File: src/rtl/la_capture_ctrl.sv
// -----------------------------------------------------------------------------
// la_capture_ctrl
// Logic-analyser capture engine. It samples the probe bus on every clock and
// run-length encodes the samples into memory lines of {reps, data}.
// Pre-trigger history goes into a circular ring at addresses 0..BT-1.
// Post-trigger lines go linearly from address BT up to 2^AW-2.
// The last line (2^AW-1) holds the ring tail pointer, so the reader can
// unroll the ring in chronological order.
//
// Ports
//   clk_of_verifla      in   1      single clock, rising edge
//   rst_l               in   1      asynchronous active-low reset
//   arm                 in   1      start-capture pulse (accepted in IDLE/DONE)
//   data_in             in   DW     probe bus
//   mem_we              out  1      memory write strobe, one line per cycle
//   mem_addr            out  AW     memory write address
//   mem_wdata           out  RW+DW  {reps, data}
//   la_trigger_matched  out  1      high from trigger sample until next arm
//   capture_busy        out  1      high while capturing (PRE/POST/WR_TAIL)
//   done                out  1      high once the tail line has been issued
// -----------------------------------------------------------------------------
module la_capture_ctrl #(
  parameter int                       LA_DATA_WIDTH     = 16,
  parameter int                       LA_REPS_WIDTH     = 8,
  parameter int                       LA_MEM_ADDR_WIDTH = 6,
  parameter int                       LA_BT_QUEUE_SIZE  = 8,
  parameter logic [LA_DATA_WIDTH-1:0] LA_TRIGGER_VALUE  = 16'h0204,
  parameter logic [LA_DATA_WIDTH-1:0] LA_TRIGGER_MASK   = 16'hFFFF
) (
  input  logic                                   clk_of_verifla,
  input  logic                                   rst_l,
  input  logic                                   arm,
  input  logic [LA_DATA_WIDTH-1:0]               data_in,
  output logic                                   mem_we,
  output logic [LA_MEM_ADDR_WIDTH-1:0]           mem_addr,
  output logic [LA_REPS_WIDTH+LA_DATA_WIDTH-1:0] mem_wdata,
  output logic                                   la_trigger_matched,
  output logic                                   capture_busy,
  output logic                                   done
);

  localparam int DW = LA_DATA_WIDTH;
  localparam int RW = LA_REPS_WIDTH;
  localparam int AW = LA_MEM_ADDR_WIDTH;

  localparam logic [RW-1:0] REPS_MAX       = {RW{1'b1}};
  localparam logic [RW-1:0] REPS_ONE       = RW'(1);
  localparam logic [AW-1:0] ADDR_ONE       = AW'(1);
  localparam logic [AW-1:0] ADDR_ZERO      = AW'(0);
  localparam logic [AW-1:0] ADDR_RING_LAST = AW'(LA_BT_QUEUE_SIZE - 1);
  localparam logic [AW-1:0] ADDR_BT        = AW'(LA_BT_QUEUE_SIZE);
  localparam logic [AW-1:0] ADDR_TAIL      = {AW{1'b1}};
  localparam logic [AW-1:0] ADDR_POST_LAST = ADDR_TAIL - ADDR_ONE;

  typedef enum logic [2:0] {
    ST_IDLE    = 3'd0,
    ST_PRE     = 3'd1,
    ST_POST    = 3'd2,
    ST_WR_TAIL = 3'd3,
    ST_DONE    = 3'd4
  } state_t;

  state_t           r_state;
  logic             r_run_valid;     // a run is being held
  logic [DW-1:0]    r_run_data;
  logic [RW-1:0]    r_run_reps;
  logic [AW-1:0]    r_ring_addr;     // next ring address to write
  logic [AW-1:0]    r_tail_addr;     // last ring address written
  logic             r_ring_written;  // at least one ring line this capture
  logic [AW-1:0]    r_post_addr;     // next post-trigger address to write
  logic             r_mem_we;
  logic [AW-1:0]    r_mem_addr;
  logic [RW+DW-1:0] r_mem_wdata;
  logic             r_trig;
  logic             r_busy;
  logic             r_done;

  logic             w_trig_hit;
  logic             w_extend;
  logic [AW-1:0]    w_ring_next;
  logic [DW-1:0]    w_tail_data;

  // Run bookkeeping: the held run grows while the sample repeats and the
  // counter is not yet saturated; anything else closes the run.
  always_comb begin
    w_trig_hit  = ((data_in & LA_TRIGGER_MASK) == (LA_TRIGGER_VALUE & LA_TRIGGER_MASK));
    w_extend    = 1'b0;
    w_ring_next = r_ring_addr + ADDR_ONE;
    w_tail_data = {DW{1'b1}};
    if (r_run_valid && (data_in == r_run_data) && (r_run_reps != REPS_MAX)) begin
      w_extend = 1'b1;
    end else begin
      w_extend = 1'b0;
    end
    if (r_ring_addr == ADDR_RING_LAST) begin
      w_ring_next = ADDR_ZERO;
    end else begin
      w_ring_next = r_ring_addr + ADDR_ONE;
    end
    // No ring line this capture is flagged to the reader with all ones.
    if (r_ring_written) begin
      w_tail_data = DW'(r_tail_addr);
    end else begin
      w_tail_data = {DW{1'b1}};
    end
  end

  // Capture state machine with registered memory-port and status outputs.
  always_ff @(posedge clk_of_verifla or negedge rst_l) begin
    if (!rst_l) begin
      r_state        <= ST_IDLE;
      r_run_valid    <= 1'b0;
      r_run_data     <= '0;
      r_run_reps     <= '0;
      r_ring_addr    <= '0;
      r_tail_addr    <= '0;
      r_ring_written <= 1'b0;
      r_post_addr    <= ADDR_BT;
      r_mem_we       <= 1'b0;
      r_mem_addr     <= '0;
      r_mem_wdata    <= '0;
      r_trig         <= 1'b0;
      r_busy         <= 1'b0;
      r_done         <= 1'b0;
    end else begin
      r_mem_we <= 1'b0;
      case (r_state)
        ST_IDLE, ST_DONE: begin
          if (arm) begin
            r_state        <= ST_PRE;
            r_run_valid    <= 1'b0;
            r_run_reps     <= '0;
            r_ring_addr    <= '0;
            r_tail_addr    <= '0;
            r_ring_written <= 1'b0;
            r_post_addr    <= ADDR_BT;
            r_trig         <= 1'b0;
            r_busy         <= 1'b1;
            r_done         <= 1'b0;
          end
        end

        ST_PRE: begin
          if (w_trig_hit) begin
            // Flush whatever pre-trigger run is pending, then restart the
            // run on the trigger sample so it always opens the post region.
            if (r_run_valid) begin
              r_mem_we       <= 1'b1;
              r_mem_addr     <= r_ring_addr;
              r_mem_wdata    <= {r_run_reps, r_run_data};
              r_tail_addr    <= r_ring_addr;
              r_ring_written <= 1'b1;
              r_ring_addr    <= w_ring_next;
            end
            r_run_valid <= 1'b1;
            r_run_data  <= data_in;
            r_run_reps  <= REPS_ONE;
            r_trig      <= 1'b1;
            r_state     <= ST_POST;
          end else if (w_extend) begin
            r_run_reps <= r_run_reps + REPS_ONE;
          end else begin
            if (r_run_valid) begin
              r_mem_we       <= 1'b1;
              r_mem_addr     <= r_ring_addr;
              r_mem_wdata    <= {r_run_reps, r_run_data};
              r_tail_addr    <= r_ring_addr;
              r_ring_written <= 1'b1;
              r_ring_addr    <= w_ring_next;
            end
            r_run_valid <= 1'b1;
            r_run_data  <= data_in;
            r_run_reps  <= REPS_ONE;
          end
        end

        ST_POST: begin
          if (w_extend) begin
            r_run_reps <= r_run_reps + REPS_ONE;
          end else begin
            if (r_run_valid) begin
              r_mem_we    <= 1'b1;
              r_mem_addr  <= r_post_addr;
              r_mem_wdata <= {r_run_reps, r_run_data};
              // The run still open when the region fills is dropped.
              if (r_post_addr == ADDR_POST_LAST) begin
                r_state <= ST_WR_TAIL;
              end else begin
                r_post_addr <= r_post_addr + ADDR_ONE;
              end
            end
            r_run_valid <= 1'b1;
            r_run_data  <= data_in;
            r_run_reps  <= REPS_ONE;
          end
        end

        ST_WR_TAIL: begin
          r_mem_we    <= 1'b1;
          r_mem_addr  <= ADDR_TAIL;
          r_mem_wdata <= {{RW{1'b0}}, w_tail_data};
          r_busy      <= 1'b0;
          r_done      <= 1'b1;
          r_state     <= ST_DONE;
        end

        default: begin
          r_state <= ST_IDLE;
          r_busy  <= 1'b0;
          r_done  <= 1'b0;
        end
      endcase
    end
  end

  assign mem_we             = r_mem_we;
  assign mem_addr           = r_mem_addr;
  assign mem_wdata          = r_mem_wdata;
  assign la_trigger_matched = r_trig;
  assign capture_busy       = r_busy;
  assign done               = r_done;

endmodule

File: config.mk
export PLATFORM = sky130hd
export DESIGN_NAME = la_capture_ctrl
export DESIGN_NICKNAME = d
export VERILOG_FILES = /design/src/rtl/la_capture_ctrl.sv
export SDC_FILE = /design/constraint.sdc
export NUM_CORES = 1
export LEC_CHECK = 0
export ABC_AREA = 1
export BUFFER_PORTS_ARGS = -buffer_cell sky130_fd_sc_hd__buf_2
export CAP_MARGIN = 5
export CELL_PAD_IN_SITES_DETAIL_PLACEMENT = 1
export CELL_PAD_IN_SITES_GLOBAL_PLACEMENT = 2
export CORE_ASPECT_RATIO = 0.6
export CORE_MARGIN = 4
export CORE_UTILIZATION = 33
export CTS_BUF_LIST = sky130_fd_sc_hd__clkbuf_8
export CTS_CLUSTER_DIAMETER = 100
export CTS_CLUSTER_SIZE = 16
export DETAILED_ROUTE_END_ITERATION = 16
export GPL_TIMING_DRIVEN = 0
export PLACE_DENSITY = 0.85
export RECOVER_POWER = 25
export SYNTH_ARGS = -nofsm -noshare
export SYNTH_HDL_FRONTEND = slang
export SYNTH_SLANG_ARGS = --single-unit
File: constraint.sdc
create_clock -name clk_of_verifla -period 2.81 [get_ports clk_of_verifla]
set_input_delay 0.281 -clock clk_of_verifla [delete_from_list [all_inputs] [get_ports clk_of_verifla]]
set_output_delay 0.281 -clock clk_of_verifla [all_outputs]
set_load 0.005 [all_outputs]
==> run_results.csv <==
group,metric,value,unit
power_and_ir_drop,p_leak,2.95,nW
power_and_ir_drop,comb_power_share,51.9,%
clock_tree,clk_latency,0.36,ns
clock_tree,cts_made_buffers,9,
synth,synth.top_cells.by_area,"sky130_fd_sc_hd__dfrtp_1, sky130_fd_sc_hd__nand2_1, sky130_fd_sc_hd__nand3_1",
die,ios,53,
synth,syn-mean-instance-area,6.85,sq um
clock_tree,cts_root_buffer,"sky130_fd_sc_hd__clkbuf_8",
timing,drv_slew,34,
global_route,grt_pass1_vias,4648,
synth,proportion_of_netlist_area_held_by_the_largest_area_contributor,42.3,%
setup_path,cell_chain_critical_path,"dlygate4sd3_1 -> clkbuf_1",
timing,fmax,444,MHz
timing,timing.final.setup_violations,0,
setup_path,path_delay_family,"buffers and inverters",
timing,worst_case_headroom_to_the_max_slew_limit,-38.8,%
routing,routed_wire_length_per_instance,15.9,microns
clock_tree,clk_pin_slew_worst_paths,0.08,ns
synth,yosysWarningCount,0,
die,starting_density_of_the_core,34.2,%
clock_tree,ctsLongestPathBuffers,2,
global_route,number_of_antenna_violations_at_the_first_check_in_global_routing,0,
min_path,hold_path.class,"in2reg",
routing,drt_first_iter_violations,281,
setup_path,ff2ff_setup_slack,0.56,ns
routing,num_vias,4673,
synth,synthesis.instances,692,
timing,min_period_over_period,80.2,%
synth,synth_enable_flop_cells,0,
layout,syn_to_final_growth,14.8,%
clock_tree,numClockSinks,81,
synth,ys_ff_latch,81,
placement,dp.final_hpwl,11900,microns
power_and_ir_drop,power.ir.vdd_worst,299,uV
die,floorplan.core_area,13800,sq um
synth,synth.net_count,715,
status,outcome,"finished, violations left",
setup_path,crit_fanout,34,
die,die_w,163,microns
power_and_ir_drop,internal_power,0.00278,W
layout,num-fill-cells,1826,
power_and_ir_drop,pwr-share-seq,34.3,%
timing,fin_hold_ws,0.165,ns
global_route,grt.overflow.total,0,
placement,finalWeightedCongestion,0.843,
power_and_ir_drop,power.switching,0.00282,W
setup_path,required,2.87,ns
routing,drt_pass1_iterations,5,
die,fp-row-count,33,
layout,drive_gt1_share,13.0,%
global_route,grt_start_max_net_pins,49,
status,violations_in_the_final_reports,"capacitance limit, slew limit",
timing,final_hold_viol_count,0,
setup_path,slowest_cell_on_the_critical_path,"sky130_fd_sc_hd__clkbuf_1",
power_and_ir_drop,power_switching_share,50.3,%
layout,num-nets-final,780,
setup_path,timing_worst_setup_path_type,"in2async",
global_route,grt.total_usage,19.2,%
setup_path,setup.worst_path.end_class,"asynchronous set/reset pin",
routing,total_wirelength_of_the_detailed_routed_design,15100,microns
job,cap_viol_max_count,1,
synth,synthFlopType,"sky130_fd_sc_hd__dfrtp_1",
synth,synth_most_common_cell,"sky130_fd_sc_hd__nand2_1",
setup_path,arrival,2.31,ns
timing,rsz0062_at_grt,"no",
die,floorplan.die.height,101,microns
synth,synth_largest_area_cell,"sky130_fd_sc_hd__dfrtp_1",
routing,antenna_left,0,
clock_tree,ctsHtreeMaxLevel,3,
synth,synth_top_cells_by_count,"sky130_fd_sc_hd__nand2_1, sky130_fd_sc_hd__dfrtp_1, sky130_fd_sc_hd__inv_1",
setup_path,critPathBufInv,2,
synth,yosys.cell_types.count,34,
clock_tree,cts_setup_buffers,0,
power_and_ir_drop,pwr-share-clk,13.8,%
clock_tree,tritoncts,"yes",
synth,ys_seq_area_share,42.8,%
timing,tns,0,ns
global_route,global_route_wire_length_before_repair,24800,microns
synth,asyncSetResetFlopFracSynth,100,%
setup_path,max_stage_delay,1.47,ns
layout,antenna_cells_inserted,0,
synth,netlist_area,4740,sq um
die,design.die.area,16400,sq um
timing,fin_crit,2.25,ns
power_and_ir_drop,power.density,1030,nW/um^2
routing,post-route-drc-count,0,
setup_path,worstSetupStartpointType,"input pin",
timing,tightest_slew,2.08,ns
timing,clock-skew-final,0.00711,ns
placement,io_buffers,52,
routing,routed_via_density,4.90,
-- registers in the layout, summed over array words and instances, names as in the netlist, 3 cells and up --
register,count
mem_addr,6
mem_wdata,24
r_post_addr,6
r_ring_addr,6
r_run_data,16
r_run_reps,8
r_state,3
r_tail_addr,6
-- worst reg2reg max path: stages (launching register included) --
cell and delay, ns:
sky130_fd_sc_hd__dfrtp_1 0.41, sky130_fd_sc_hd__ha_1 0.20, sky130_fd_sc_hd__nand2_1 0.09, sky130_fd_sc_hd__nor2_1 0.19, sky130_fd_sc_hd__nand2_1 0.13, sky130_fd_sc_hd__inv_1 0.08
sky130_fd_sc_hd__nor2_1 0.04, sky130_fd_sc_hd__nand3_1 0.19, sky130_fd_sc_hd__nand2_1 0.10, sky130_fd_sc_hd__nand2_1 0.26, sky130_fd_sc_hd__nand3_1 0.28, sky130_fd_sc_hd__nand2_1 0.12
sky130_fd_sc_hd__nand2_1 0.06
-- cell type report --
| type | count | area (sq um) | share of cell area (%) |
|---|---|---|---|
| Buffer | 18 | 92.6 | 1.70 |
| Clock buffer | 10 | 138 | 2.53 |
| Clock inverter | 5 | 25.0 | 0.460 |
| Inverter | 83 | 312 | 5.73 |
| Multi-Input combinational cell | 510 | 2300 | 42.4 |
| Sequential cell | 81 | 2030 | 37.3 |
| Tap cell | 192 | 240 | 4.42 |
| Timing Repair Buffer | 54 | 297 | 5.45 |
-- cell usage in the layout (no fill, tap or decap), drive strengths merged, types with 3 or more instances in the layout --
master,n
a21oi,13
nand2,292
nor4,3
a22oi,4
xor2,8
o21ai,49
buf,61
or2,3
nand3,58
ha,4
clkbuf,20
nand4,11
nor2,48
dfrtp,80
xnor2,5
inv,85
nor3,4
-- worst paths after layout --
path	cells past startpoint	end	start
worst min register to register	2	mem_addr[2]$_DFFE_PN0P_	mem_addr[2]$_DFFE_PN0P_
min in group asynchronous	2	r_run_data[1]$_DFFE_PN0N_	rst_l
max in group clk_of_verifla	12	r_post_addr[5]$_DFFE_PN0P_	r_run_reps[1]$_DFFE_PN0P_
worst min-delay path	3	r_run_data[0]$_DFFE_PN0N_	data_in[0]
worst max-delay path	2	r_run_data[15]$_DFFE_PN0N_	rst_l
worst max register to register	12	r_post_addr[5]$_DFFE_PN0P_	r_run_reps[1]$_DFFE_PN0P_
-- layer usage --
| layer | wire, microns | GRT usage [%] | up-vias |
|---|---|---|---|
| li1 | - | - | 2305 |
| met1 | 8450 | 30.6 | 2286 |
| met2 | 6010 | 26.7 | 74 |
| met3 | 575 | 3.76 | 8 |
| met4 | 108 | 4.19 | 0 |
| met5 | 0 | 0 | - |
-- metrics by stage --
stage | setup WS, ns | total power [W] | cells | util [%] | instance area, sq um
finish | 0.557 | 0.00560 | 953 | 39.3 | 5440
floorplan | 1.11 | 0.00377 | 692 | - | 4740
CTS | 0.516 | 0.00565 | 953 | 39.3 | 5440
detailed placement | 0.539 | 0.00485 | 937 | 38.1 | 5270
global route | 0.186 | 0.00616 | 953 | 39.3 | 5440
global placement | 0.604 | 0.00473 | 936 | 37.9 | 5240
-- power groups by stage --
stage	Combinational, W	Clock (W)	Sequential [W]
finish	0.00291	0.000771	0.00192
global route	0.00334	0.000850	0.00198
CTS	0.00292	0.000811	0.00192
detailed placement	0.00291	0	0.00194
global placement	0.00281	0	0.00192
floorplan	0.00195	0	0.00182
-- timing repair --
item                                    CTS  global route
resized for setup                         0             0
endpoints found under the setup margin    0             0
hold buffers                              1             0
endpoints found under the hold margin    32             0
-- kinds of logic after synthesis --
family | after synthesis | synth area share [%]
XOR/XNOR | 13 | 2.40
AND/OR/NAND/NOR | 422 | 37.2
AO/OA/AOI/OAI | 71 | 7.98
adder cells (fa/ha/maj) | 4 | 1.06
flip-flops | 81 | 42.8
buffers and inverters | 101 | 8.53
(Power assumes the default switching activity.)
